File: config.mk
export PLATFORM = sky130hd
export DESIGN_NAME = bin_stim_gen
export DESIGN_NICKNAME = d
export VERILOG_FILES = /design/src/rtl/bin_stim_gen_pkg.sv /design/src/rtl/stim_lfsr.sv /design/src/rtl/bin_stim_gen.sv
export SDC_FILE = /design/constraint.sdc
export NUM_CORES = 1
export LEC_CHECK = 0
export CAP_MARGIN = 20
export CORE_UTILIZATION = 45
export DETAILED_ROUTE_END_ITERATION = 8
export HOLD_SLACK_MARGIN = 0.05
export PLACE_DENSITY = 0.67
export SYNTH_ARGS = -nofsm -noshare
export SYNTH_HDL_FRONTEND = slang
export SYNTH_HIERARCHICAL = 1
export SYNTH_SLANG_ARGS = --single-unit
File: constraint.sdc
create_clock -name clk -period 1.9 [get_ports clk]
set_input_delay 0.38 -clock clk [delete_from_list [all_inputs] [get_ports clk]]
set_output_delay 0.38 -clock clk [all_outputs]
set_load 0.03 [all_outputs]
File: src/rtl/bin_stim_gen_pkg.sv
`default_nettype none
// ============================================================================
// Module      : bin_stim_gen_pkg
// Description : Shared definitions for the binary-counter stimulus sequencer:
//               4-bit state encoding, LFSR tap mask and a sizing helper.
// Revision    : 1.0 - initial release
// ============================================================================
package bin_stim_gen_pkg;

    // Script phases, fixed 4-bit encoding shared with the counter bench
    typedef enum logic [3:0] {
        ST_IDLE  = 4'd0,
        ST_CLR   = 4'd1,
        ST_LOAD  = 4'd2,
        ST_UP    = 4'd3,
        ST_PAUSE = 4'd4,
        ST_DOWN  = 4'd5,
        ST_RAND  = 4'd6,
        ST_COLL  = 4'd7,
        ST_DONE  = 4'd8
    } stim_state_t;

    // Fibonacci taps 16,14,13,11 expressed on bits [15:0]
    localparam logic [15:0] LFSR_TAP_MASK = 16'hB400;

    // Largest of three phase lengths, used to size the shared phase timer
    function automatic int max3(input int a, input int b, input int c);
        int m;
        m = a;
        if (b > m) m = b;
        if (c > m) m = c;
        return m;
    endfunction

endpackage : bin_stim_gen_pkg
`default_nettype wire

File: src/rtl/stim_lfsr.sv
`default_nettype none
// ============================================================================
// Module      : stim_lfsr
// Description : 16-bit Fibonacci LFSR with reload and advance controls.
//               Reset value is RESET_SEED; reload takes the seed input.
// Revision    : 1.0 - initial release
// ============================================================================
module stim_lfsr
    import bin_stim_gen_pkg::*;
#(
    parameter logic [15:0] RESET_SEED = 16'hACE1
) (
    input  logic        clk,
    input  logic        reset,
    input  logic [15:0] seed,
    input  logic        reload,
    input  logic        advance,
    output logic [15:0] value
);

    logic [15:0] r_q;
    logic        w_fb;

    // XOR of the tapped bits feeds the low end of the shift register
    assign w_fb  = ^(r_q & LFSR_TAP_MASK);
    assign value = r_q;

    // Reload has priority over advance so a run always restarts on the seed
    always_ff @(posedge clk or posedge reset) begin
        if (reset) begin
            r_q <= RESET_SEED;
        end else if (reload) begin
            r_q <= seed;
        end else if (advance) begin
            r_q <= {r_q[14:0], w_fb};
        end
    end

endmodule : stim_lfsr
`default_nettype wire

File: src/rtl/bin_stim_gen.sv
`default_nettype none
// ============================================================================
// Module      : bin_stim_gen
// Description : Directed-stimulus sequencer for a universal binary counter.
//               Script: clear, load, up-count, pause, down-count,
//               [random], clear/load collision, done.
//               Optional macro STIM_RAND_EN inserts an LFSR-driven random
//               phase between DOWN and COLL.
// Revision    : 1.0 - initial release
// ============================================================================
module bin_stim_gen
    import bin_stim_gen_pkg::*;
#(
    parameter int          N         = 3,
    parameter int          UP_CYC    = 10,
    parameter int          PAUSE_CYC = 2,
    parameter int          LOAD_VAL  = 5,
    parameter int          RAND_CYC  = 16,
    parameter logic [15:0] SEED      = 16'hACE1
) (
    input  logic         clk,
    input  logic         reset,
    input  logic         start,
    output logic         syn_clr,
    output logic         load,
    output logic         en,
    output logic         up,
    output logic [N-1:0] d,
    output logic         busy,
    output logic         done
);

    localparam int TW = $clog2(max3(UP_CYC, PAUSE_CYC, RAND_CYC) + 1);

    localparam logic [TW-1:0] c_up_last    = TW'(UP_CYC - 1);
    localparam logic [TW-1:0] c_pause_last = TW'(PAUSE_CYC - 1);
    localparam logic [N-1:0]  c_load_d     = N'(LOAD_VAL);

    stim_state_t   r_state;
    stim_state_t   w_state_nxt;
    logic [TW-1:0] r_timer;
    logic [TW-1:0] w_timer_nxt;

    logic          w_syn_clr;
    logic          w_load;
    logic          w_en;
    logic          w_up;
    logic [N-1:0]  w_d;
    logic          w_busy;
    logic          w_done;

`ifdef STIM_RAND_EN
    localparam logic [TW-1:0] c_rand_last = TW'(RAND_CYC - 1);

    logic [15:0] w_lfsr;

    stim_lfsr #(
        .RESET_SEED (SEED)
    ) u_lfsr (
        .clk     (clk),
        .reset   (reset),
        .seed    (SEED),
        .reload  (w_state_nxt == ST_CLR),
        .advance (1'b1),
        .value   (w_lfsr)
    );
`endif

    // Next-state / phase-timer logic, then registered-output values for the next state
    always_comb begin
        w_state_nxt = r_state;
        w_timer_nxt = r_timer;
        w_syn_clr   = 1'b0;
        w_load      = 1'b0;
        w_en        = 1'b0;
        w_up        = 1'b0;
        w_d         = d;
        w_busy      = 1'b0;
        w_done      = 1'b0;

        case (r_state)
            ST_IDLE: begin
                if (start) w_state_nxt = ST_CLR;
            end
            ST_CLR: begin
                w_state_nxt = ST_LOAD;
            end
            ST_LOAD: begin
                w_state_nxt = ST_UP;
                w_timer_nxt = c_up_last;
            end
            ST_UP: begin
                if (r_timer == '0) begin
                    w_state_nxt = ST_PAUSE;
                    w_timer_nxt = c_pause_last;
                end else begin
                    w_timer_nxt = r_timer - 1'b1;
                end
            end
            ST_PAUSE: begin
                if (r_timer == '0) begin
                    w_state_nxt = ST_DOWN;
                    w_timer_nxt = c_up_last;
                end else begin
                    w_timer_nxt = r_timer - 1'b1;
                end
            end
            ST_DOWN: begin
                if (r_timer == '0) begin
`ifdef STIM_RAND_EN
                    w_state_nxt = ST_RAND;
                    w_timer_nxt = c_rand_last;
`else
                    w_state_nxt = ST_COLL;
`endif
                end else begin
                    w_timer_nxt = r_timer - 1'b1;
                end
            end
`ifdef STIM_RAND_EN
            ST_RAND: begin
                if (r_timer == '0) begin
                    w_state_nxt = ST_COLL;
                end else begin
                    w_timer_nxt = r_timer - 1'b1;
                end
            end
`endif
            ST_COLL: begin
                w_state_nxt = ST_DONE;
            end
            ST_DONE: begin
                w_state_nxt = ST_IDLE;
            end
            default: begin
                w_state_nxt = ST_IDLE;
            end
        endcase

        // Moore outputs are decoded from the state being entered
        case (w_state_nxt)
            ST_CLR: begin
                w_syn_clr = 1'b1;
                w_busy    = 1'b1;
            end
            ST_LOAD: begin
                w_load = 1'b1;
                w_d    = c_load_d;
                w_busy = 1'b1;
            end
            ST_UP: begin
                w_en   = 1'b1;
                w_up   = 1'b1;
                w_busy = 1'b1;
            end
            ST_PAUSE: begin
                w_up   = 1'b1;
                w_busy = 1'b1;
            end
            ST_DOWN: begin
                w_en   = 1'b1;
                w_busy = 1'b1;
            end
`ifdef STIM_RAND_EN
            ST_RAND: begin
                w_syn_clr = &w_lfsr[3:0];
                w_load    = &w_lfsr[6:5];
                w_en      = w_lfsr[7];
                w_up      = w_lfsr[8];
                w_d       = w_lfsr[N+8:9];
                w_busy    = 1'b1;
            end
`endif
            ST_COLL: begin
                w_syn_clr = 1'b1;
                w_load    = 1'b1;
                w_en      = 1'b1;
                w_up      = 1'b1;
                w_d       = ~c_load_d;
                w_busy    = 1'b1;
            end
            ST_DONE: begin
                w_done = 1'b1;
            end
            default: begin
            end
        endcase
    end

    // State, phase timer and every output are registered; reset aborts any run
    always_ff @(posedge clk or posedge reset) begin
        if (reset) begin
            r_state <= ST_IDLE;
            r_timer <= '0;
            syn_clr <= 1'b0;
            load    <= 1'b0;
            en      <= 1'b0;
            up      <= 1'b0;
            d       <= '0;
            busy    <= 1'b0;
            done    <= 1'b0;
        end else begin
            r_state <= w_state_nxt;
            r_timer <= w_timer_nxt;
            syn_clr <= w_syn_clr;
            load    <= w_load;
            en      <= w_en;
            up      <= w_up;
            d       <= w_d;
            busy    <= w_busy;
            done    <= w_done;
        end
    end

endmodule : bin_stim_gen
`default_nettype wire

======== Yosys cells after proc, flatten, opt, wreduce, memory -nomap -nowiden ========
Index checks and enable logic that the tools add are counted.
storage, ports and cells
  word-level logic and storage cells ...... 50
  register bits after elaboration ......... 18
cells by class
  eq/ne operators ......................... 14
  muxes and demuxes ....................... 16
  $add $sub $neg .......................... 1
  reductions and logical operators ........ 10
operator list
  operator             count
  $pmux 4 s7           1
  $eq 4x3->1 const B   6
  $pmux 5 s4           1
  $eq 4x2->1 const B   4
  $mux 4               4
  $mux 5               3
  $eq 4x1->1 const B   2
  $mux 1               6
  $pmux 3 s2           1
  $reduce_or 3->1      2
  $reduce_or 6->1      1
  $logic_not 5->1      1
  $sub 5x1->5 const B  1
  $eq 4x4->1 const B   1
  $logic_not 4->1      1
  $reduce_bool 4->1    1
  $reduce_or 2->1      2
  $ne 2x2->1 const B   1
  $reduce_and 2->1     1
  $reduce_bool 2->1    1

======== Logic depth before layout (Yosys ltp) ========
Gate-level depths: netlist (run 1).
  depth after elaboration ................. 6
  mapped depth ............................ 7

======== Worst setup path before layout (run 1) ========
OpenSTA, ideal clock, no wires.
  path type ............................... reg-to-reg
  start point ............................. reg r_timer[0]
  end point ............................... reg r_timer[4]
  buffers on the path ..................... 0
  path slack .............................. 0.325 ns
  cell stages (with the launch flop) ...... 7
  data arrival time ....................... 1.454 ns
  path through ............................ dfrtp_1 -> inv_1 -> ha_1 -> nor4b_4 -> a21oi_1 -> a31o_1 -> a22o_1
between the ends
  word-level cells in the longest chain between the ends .. 3
  elaborated cells on any way between the ends .. 8
  classes of those cells .................. 1 x add/sub; 1 x eq/ne; 4 x mux; 2 x reduce/logical
ends and longest elaborated chain
  what                                                   RTL line             source
  from (decl)                                            bin_stim_gen.sv:41   logic [TW-1:0] r_timer;
  from (signal assigned)                                 bin_stim_gen.sv:204  r_timer <= w_timer_nxt;
  $sub 5x1->5 / $logic_not 5->1 (equally long branches)  -
  $mux 5, or another cell as far along                   bin_stim_gen.sv:109  if (r_timer == '0) begin
  $pmux 5 s4 / $reduce_and 2->1 (equally long branches)  -
Parallel ways exist; a longest one is shown, timed or not. The select of a mux whose other input is x is not followed.
A chain may end at the register's enable or synchronous reset.

======== Final worst setup path (run 1) ========
  start point ............................. reg r_timer[0]
  end point ............................... reg r_state[2]
between the ends
  word-level cells in the longest chain between the ends .. 3
  elaborated cells on any way between the ends .. 5
  classes of those cells .................. 4 x mux; 1 x reduce/logical
ends and longest elaborated chain
  what                       RTL line                                                      source
  $logic_not 5->1 (*)        bin_stim_gen.sv:93, bin_stim_gen.sv:101, bin_stim_gen.sv:109
  $mux 4 (on tied branches)  bin_stim_gen.sv:109, bin_stim_gen.sv:93, bin_stim_gen.sv:101
  $pmux 4 s7 (*)             bin_stim_gen.sv:81                                            case (r_state)
  via w_state_nxt[2]         bin_stim_gen.sv:40                                            stim_state_t w_state_nxt;
  to (signal assigned)       bin_stim_gen.sv:203                                           r_state <= w_state_nxt;
  to (decl)                  bin_stim_gen.sv:39                                            stim_state_t r_state;
The timed path passes the listed nets; every way through them passes the cells marked *.

==> results of run 1 <==
## per-stage QoR
| stage | hold slack, ns | setup WS, ns | instance area [µm²] | utilization | instances |
|---|---|---|---|---|---|
| detailed placement | 0.4863 | 0.1528 | 1080 | 0.5504 | 126 |
| floorplan | 0.3061 | 0.3247 | 947.2 | - | 90 |
| global route | 0.4119 | 0.03549 | 1106 | 0.5638 | 130 |
| global placement | 0.4817 | 0.2057 | 1080 | 0.5504 | 126 |
| finish | 0.3929 | 0.1470 | 1106 | 0.5638 | 130 |
| CTS | 0.4016 | 0.1403 | 1106 | 0.5638 | 130 |
## cells by family (layout without fill, tap and decap cells)
kind of cell | Yosys count | count (layout) | share of synthesized area
XOR/XNOR | 1 | 1 | 0.009249
adder cells (fa/ha/maj) | 2 | 2 | 0.02642
AND/OR/NAND/NOR | 26 | 26 | 0.1850
multiplexers | 2 | 2 | 0.02114
buffers and inverters | 13 | 26 | 0.07001
flip-flops | 17 | 17 | 0.4491
AO/OA/AOI/OAI | 29 | 29 | 0.2391
## layer usage
| metal | vias up | wire [µm] |
|---|---|---|
| met5 | - | 0 |
| met3 | 5 | 62 |
| met4 | 0 | 36 |
| met2 | 16 | 823 |
| li1 | 350 | - |
| met1 | 353 | 840 |
## state kept, by name, summed over array words and instances, names as in the netlist
name and count:
r_state 4, done 1, syn_clr 1, up 1, r_timer 5, load 1
busy 1, en 1, d 2
## power groups by stage
stage          clock network [W]  logic, W  registers, W
2_1_floorplan                  0  0.000687      0.000708
3_3_place_gp                   0  0.000994      0.000647
3_5_place_dp                   0   0.00101      0.000648
4_1_cts                 0.000195   0.00101      0.000642
5_1_grt                 0.000209   0.00112      0.000665
6_report                0.000188   0.00100      0.000644
## layout by cell type (no fill, tap or decap), types with 2 or more instances in the layout
cell,synthesis,routed
a22oi_1,2,2
nor3_1,2,2
a21oi_1,6,6
a22o_1,2,2
clkdlybuf4s50_1,0,11
mux2i_1,2,2
a21oi_2,2,2
nor2_1,5,5
o21bai_2,2,2
buf_4,2,3
o21ai_1,2,2
nand2_1,4,4
clkbuf_4,0,3
dfrtp_1,17,17
ha_1,2,2
inv_1,7,7
a21o_1,2,2
nand2b_1,2,2
## cell type report
type	count	share of cell area
multi-input cells	60	0.4118
flip-flops and latches	17	0.3846
repair buffers	14	0.1199
well taps	27	0.03054
inverters	8	0.02941
clock buffers	4	0.02376
## worst max-delay path, cell delays in order (launching register included)
cell and delay, ns:
dfrtp_1 0.39, inv_1 0.11, ha_1 0.18, or4b_1 0.60, nor2_4 0.17, nand2_1 0.07
a21oi_1 0.16
## path summary, 6_finish.rpt
check | startpoint | endpoint | slack [ns] | cells past startpoint
worst max-delay path | r_timer[0] | r_state[2] | 0.15 | 6
worst min-delay path | reset | r_timer[3] | 0.39 | 3
worst max register to register | r_timer[0] | r_state[2] | 0.15 | 6
worst min register to register | d[1] | d[1] | 0.50 | 1
max in group asynchronous | reset | up | 1.31 | 3
min in group clk | d[1] | d[1] | 0.50 | 1
==> qor.csv, run 1 <==
metric,value,unit
status,completed,
p_total,0.001835,W
hp-class,primary input to async pin,
drc,0,
critPathMaxFanout,6,
synth_edf_count,0,
hold_viol_final,0,
routedWlPerCell,13.56,µm
gp_congestion,0.7966,
syn-mean-instance-area,10.52,µm²
multi_input_area,455.4,µm²
synth_top_area_frac,0.4491,
via_per_inst,5.569,
start_kind,register,
fin_crit_sh,0.9226,
intPower,0.001053,W
syn_nets,95,
cts_buffers,3,
end_kind,register,
dp_hpwl,1314,µm
yosysTopAreaCell,dfrtp_1,
cts-hold-fix-buffers,0,
n_fill_cell,192,
use_met2,0.3000,
worst_pin_slew,0.4632,ns
area_growth,16.78,%
swShare,0.4266,
powerDensity,1659,mW/mm²
drt_iter0_drc,8,
grt_pass1_wl,2960,µm
synth.most_common_cell,dfrtp_1,
clkPwrFrac,0.103,
finalSetupTns,0,ns
vias,724,
path_clk_slew,0.09,ns
antenna_cells,0,
clock_sinks,17,
slew_headroom,0.6912,
htree_levels,1,
port_buffers,11,
die_w,47.88,µm
drv_slew,0,
cts_root_buf,clkbuf_4,
synth_commonest_cells,"dfrtp_1 (17), inv_1 (7), a21oi_1 (6)",
grt_max_degree,18,
start_util,0.4828,
io_pins,12,
synth-seq-cells,17,
synthCells,90,
grt-ovfl-total,0,
period_needed,1.753,ns
p_seq_frac,0.351,
cp.arrival,1.96,ns
setup_viol,0,
fp.dieH,47.88,µm
worst_skew_pair.late_latency,0.29,ns
use_met1,0.2564,
register_area,425.4,µm²
ys_async_sr_fraction,1.000,
combPwrFrac,0.547,
synth_area,947.2,µm²
drtAntennaViolNets,0,
rows,16,
busiest_layer,met2,
dieArea,0.002292,mm²
vdd_drop_max,0.8528,mV
rsz0062_at_grt,false,
seq_area_frac_synth,0.4491,
antenna_found_initial,0,
synth-main-ff-cell,dfrtp_1,
leakage,0.4751,nW
grt_util_all_layers,0.1916,
p_sw,0.0007830,W
cts_tree,yes,
cts_buffer_depth,2,
use_met3,0.03396,
fmax,570.5,MHz
cap_violations,0,
drtPass1Iterations,6,
nets,109,
ys_types,45,
core,0.001962,mm²
cp.required,2.11,ns
ctsResizeCount,0,
yosysWarnings,6,
skew,0.006123,ns
grt_pass1_vias,684,
wl,1763,µm
path_class,register to register,
yosys-top-cells-area,"dfrtp_1 (45%), a21oi_1 (3.2%), inv_1 (2.8%)",
post_cts_buffers,0,
drive_gt1_frac,0.1942,
(Power assumes the default switching activity.)
==> run 2: changes to the inputs <==
--- a/config.mk
+++ b/config.mk
@@ -6,10 +6,9 @@
 export NUM_CORES = 1
 export LEC_CHECK = 0
 export CAP_MARGIN = 20
-export CORE_UTILIZATION = 45
+export CORE_UTILIZATION = 30
 export DETAILED_ROUTE_END_ITERATION = 8
 export HOLD_SLACK_MARGIN = 0.05
-export PLACE_DENSITY = 0.67
 export SYNTH_ARGS = -nofsm -noshare
 export SYNTH_HDL_FRONTEND = slang
 export SYNTH_HIERARCHICAL = 1
==> run 2 against run 1 <==
  * Flip-flop and latch count did not move
  * Power rose by 0.80%
  * Count of clock-buffer cells in the layout fell by 1
  * Combinational power barely moved
  * Utilization fell by 18 points
  * First-iteration DRC count rose by 38%
  * Sequential power rose by 0.8%
==> qor.csv, run 2 (synthesis results as in run 1) <==
metric,value,unit
status,completed,
setup_viol,0,
multi_input_area,459.2,µm²
wl,1824,µm
grt-ovfl-total,0,
area_growth,21.14,%
rr_worst_depth,7,
n_fill_cell,293,
use_met3,0.04241,
slew_headroom,0.7016,
grt_pass1_vias,685,
p_sw,0.0007926,W
cp_cell_sequence,clkdlybuf4s50_1,
crit_start,d[1],
drc,0,
worst_skew_pair.late_latency,0.29,ns
path_class,register to output pin,
hold_viol_final,0,
crit_slowest_cell,clkdlybuf4s50_1,
cts_buffer_depth,2,
fp.dieH,58.19,µm
cp-endpoint,d[1],
r2r_start,r_timer[0],
core,0.003028,mm²
worstPathBufferInverterCount,1,
leakage,0.4890,nW
drive_gt1_frac,0.2286,
htree_levels,1,
reg.largest.list,"r_timer (5), r_state (4), d (2)",
cp.required,1.52,ns
start_kind,register,
period_needed,1.713,ns
intPower,0.001058,W
drtPass1Iterations,5,
final_core_util,0.3789,
use_met2,0.1987,
cts_root_buf,clkbuf_4,
clock_sinks,17,
swShare,0.4284,
grt_pass1_wl,3201,µm
antenna_cells,0,
p_seq_frac,0.351,
r2r-end,r_state[0],
drt_iter0_drc,11,
rows,20,
start_util,0.3128,
cap_violations,0,
powerDensity,1613,mW/mm²
routedWlPerCell,12.24,µm
drv_slew,0,
drtAntennaViolNets,0,
antenna_found_initial,0,
gp_congestion,0.7414,
vias,699,
fmax,583.7,MHz
rsz0062_at_grt,false,
port_buffers,11,
largest_reg_flops,5,
cp_num_cells,1,
clkPwrFrac,0.106,
grt_util_all_layers,0.1290,
final_common_cell,dfrtp_1,
cpLargestDelayFamily,buffers and inverters,
critPathMaxFanout,2,
fin_crit_sh,0.9016,
cpPeakStageDelay,0.67,ns
r2r_slack,0.21,ns
cts_tree,yes,
cp.arrival,1.33,ns
io_pins,12,
nets,111,
via_per_inst,4.691,
hp-class,primary input to async pin,
cts_buffers,3,
register_area,425.4,µm²
use_met1,0.1643,
path_clk_slew,0.10,ns
skew,0.002892,ns
combPwrFrac,0.543,
vdd_drop_max,0.7261,mV
worst_pin_slew,0.4476,ns
dieArea,0.003386,mm²
busiest_layer,met2,
final_cell_mix,"dfrtp_1 (17), clkdlybuf4s50_1 (11), inv_1 (7)",
end_kind,output pin,
dp_hpwl,1331,µm
regMostFlops,r_timer,
grt_max_degree,18,
die_w,58.19,µm
finalSetupTns,0,ns
-- run 2: worst min path at each step --
stage / startpoint / end / slack [ns] / depth (start not counted)
6_report: reset / done / 0.39 / 3
5_1_grt: reset / r_timer[0] / 0.40 / 3
4_1_cts: reset / r_state[1] / 0.39 / 3
3_5_place_dp: d[1] / d[1] / 0.50 / 1
3_3_place_gp: d[1] / d[1] / 0.48 / 1
2_1_floorplan: reset / busy / 0.31 / 1
-- run 2: power groups by stage --
| stage | registers [W] | logic [W] | clock network, W |
|---|---|---|---|
| 3_5_place_dp | 0.000654 | 0.000999 | 0 |
| 3_3_place_gp | 0.000653 | 0.000983 | 0 |
| 4_1_cts | 0.000646 | 0.00100 | 0.000207 |
| 2_1_floorplan | 0.000708 | 0.000687 | 0 |
| 6_report | 0.000649 | 0.00100 | 0.000196 |
| 5_1_grt | 0.000671 | 0.00112 | 0.000230 |
-- run 2: final cells by class --
cell class	count	share of cell area
tap	44	0.04798
timing repair buffer	16	0.1287
clock buffer	3	0.01963
multi-input combinational	60	0.4002
sequential	17	0.3708
inverter	8	0.02835
clock inverter	1	0.004362
-- run 2: timing repair --
action                                  in CTS  in global routing
resized for setup                            0                  1
endpoints found under the setup margin       0                  4
buffers inserted                             0                  1
hold buffers                                 0                  0
-- run 2: through the flow --
| stage | total power [W] | hold WS (ns) | setup WS, ns | instance area (µm²) | std cells |
|---|---|---|---|---|---|
| 5_1_grt | 0.002021 | 0.4000 | 0.01592 | 1147 | 149 |
| 3_5_place_dp | 0.001653 | 0.5032 | 0.1513 | 1109 | 144 |
| 4_1_cts | 0.001857 | 0.3893 | 0.1082 | 1136 | 148 |
| 3_3_place_gp | 0.001635 | 0.4806 | 0.2052 | 1109 | 144 |
| 6_report | 0.001850 | 0.3857 | 0.1869 | 1147 | 149 |
| 2_1_floorplan | 0.001395 | 0.3061 | 0.3247 | 947.2 | 90 |
-- run 2: per-layer routing --
layer  vias to the layer above  share of wire
met3                         2          0.041
met5                         -              0
met2                        21           0.47
met4                         0          0.014
met1                       326           0.47
li1                        350              -
==> run 3: changes to the inputs <==
--- a/config.mk
+++ b/config.mk
@@ -8,6 +8,7 @@
 export CAP_MARGIN = 20
 export CORE_UTILIZATION = 30
 export DETAILED_ROUTE_END_ITERATION = 8
+export GPL_TIMING_DRIVEN = 0
 export HOLD_SLACK_MARGIN = 0.05
 export SYNTH_ARGS = -nofsm -noshare
 export SYNTH_HDL_FRONTEND = slang
==> constraint.sdc (replaced) <==
create_clock -name clk -period 1.5 [get_ports clk]
set_input_delay 0.3 -clock clk [delete_from_list [all_inputs] [get_ports clk]]
set_output_delay 0.3 -clock clk [all_outputs]
set_load 0.03 [all_outputs]
==> run 3 against run 2 <==
  * Critical path type is now register to register
  * Combinational power rose by 49%
  * Global-route usage fell by 0.15 points
  * Worst hold slack got worse by 0.0027 ns
  * Non-clock buffer count rose by 5
  * Clock power rose by 27%
  * Count of clock-buffer cells in the layout rose by 1
  * Routed wire length rose by 4.5%
  * Largest cell class unchanged
  * Sequential power rose by 26%
  * The flow now finishes with violations (setup timing)
  * Critical endpoint is now r_state[2]
  * Cell area rose by 9.9%
  * Clock skew barely moved
  * Sequential share of layout area fell by 3.2 points
==> qor.csv, run 3 (synthesis results as in run 1) <==
metric,value,unit
cts_buffers,3,
finalSetupTns,-0.6008,ns
violations,setup timing,
final_core_util,0.4165,
fin_crit_sh,1.067,
rows,20,
drv_slew,0,
antenna_found_initial,0,
busiest_layer,met2,
worst_pin_slew,0.6362,ns
hp-class,primary input to async pin,
final_cell_mix,"dfrtp_1 (16), dlygate4sd2_1 (8), inv_1 (5), buf_4 (5)",
swShare,0.4372,
wl,1906,µm
period_needed,1.601,ns
nets,116,
hold_ws,0.3830,ns
use_met1,0.1528,
skew,0.002757,ns
slew_headroom,0.5754,
setup_ws,-0.1007,ns
cpLargestDelayFamily,simple AND/OR/NAND/NOR gates,
status,"finished, violations left",
rr_worst_depth,6,
leakage,0.5336,nW
routedWlPerCell,12.38,µm
cp.required,1.72,ns
vias,739,
die_w,58.19,µm
powerDensity,2026,mW/mm²
critPathMaxFanout,4,
gp_congestion,0.8266,
p_total,0.002555,W
drtPass1Iterations,4,
final_common_cell,dfrtp_1,
intPower,0.001438,W
p_seq_frac,0.320,
worstPathBufferInverterCount,1,
htree_levels,1,
reg.largest.list,"r_timer (5), r_state (4), d (2)",
dieArea,0.003386,mm²
cp_cell_sequence,inv_2 > ha_4 > or4b_4 > nor2_4 > nand2_1 > a21oi_2,
drt_iter0_drc,13,
path_class,register to register,
numPlacedInstances,145,
setup_viol,9,
final_cells,154,
worst_skew_pair.late_latency,0.29,ns
cp.arrival,1.82,ns
grt_util_all_layers,0.1275,
io_pins,12,
multi_input_area,545.5,µm²
clkPwrFrac,0.098,
crit_start,r_timer[0],
r2r_start,r_timer[0],
core,0.003028,mm²
p_sw,0.001117,W
antenna_cells,0,
cts_buffer_depth,2,
cts_root_buf,clkbuf_4,
path_clk_slew,0.10,ns
cap_violations,0,
hold_viol_final,0,
end_kind,register,
rsz0062_at_grt,true,
fmax,624.7,MHz
cpPeakStageDelay,0.52,ns
r2r_slack,-0.10,ns
grt-ovfl-total,0,
regMostFlops,r_timer,
start_util,0.3128,
drive_gt1_frac,0.3909,
port_buffers,11,
drtAntennaViolNets,0,
grt_pass1_wl,3284,µm
via_per_inst,4.799,
grt_max_degree,18,
n_fill_cell,292,
clock_sinks,17,
r2r-end,r_state[2],
combPwrFrac,0.582,
cts_tree,yes,
dp_hpwl,1352,µm
largest_reg_flops,5,
start_kind,register,
drc,0,
crit_slowest_cell,or4b_4,
register_area,426.7,µm²
vdd_drop_max,0.6076,mV
cts-hold-fix-buffers,0,
fp.dieH,58.19,µm
grt_pass1_vias,740,
use_met2,0.2217,
area_growth,33.16,%
use_met3,0.02679,
## run 3: routing by layer
layer,vias to the layer above,share of wire
li1,360,-
met1,362,0.44
met2,15,0.53
met3,2,0.020
met4,0,0.0063
met5,-,0
## run 3: per-stage QoR
stage	worst slack, ns	area, µm²
after CTS	-0.1009	1222
final	-0.1007	1261
after global placement	-0.1906	1122
after floorplan	-0.05230	957.2
after global routing	-0.1616	1261
after detailed placement	-0.2359	1122
## run 3: how the worst max path moves through the flow
stage	slack, ns	cells past startpoint	endpoint
floorplan	-0.05	7	up
global placement	-0.19	6	r_timer[4]
detailed placement	-0.24	6	r_timer[4]
CTS	-0.10	6	r_state[2]
global route	-0.16	6	up
finish	-0.10	6	r_state[2]
## run 3: repair_timing
item | 4_1_cts | 5_1_grt
pin swaps | 11 | 13
gates cloned | 0 | 0
resized for setup | 21 | 12
endpoints found under the setup margin | 22 | 14
setup buffers | 5 | 1
## run 3: final cells by class
cell class / instances / share of cell area
Multi-Input combinational cell: 60 / 0.4325
Clock buffer: 4 / 0.02083
Buffer: 4 / 0.01885
Sequential cell: 17 / 0.3383
Timing Repair Buffer: 17 / 0.1200
Inverter: 8 / 0.02579
Tap cell: 44 / 0.04365
## run 3: power by group through the flow
| stage | Sequential (W) | Combinational (W) | Clock [W] |
|---|---|---|---|
| 5_1_grt | 0.000840 | 0.00165 | 0.000286 |
| 3_3_place_gp | 0.000797 | 0.00131 | 0 |
| 6_report | 0.000818 | 0.00149 | 0.000249 |
| 4_1_cts | 0.000801 | 0.00145 | 0.000259 |
| 3_5_place_dp | 0.000804 | 0.00132 | 0 |
| 2_1_floorplan | 0.000903 | 0.000878 | 0 |
## run 3: worst register-to-register path, stage by stage, from the launching register on
cell and delay (ns):
dfrtp_1 0.40, inv_2 0.10, ha_4 0.14, or4b_4 0.52, nor2_4 0.17, nand2_1 0.08, a21oi_2 0.12
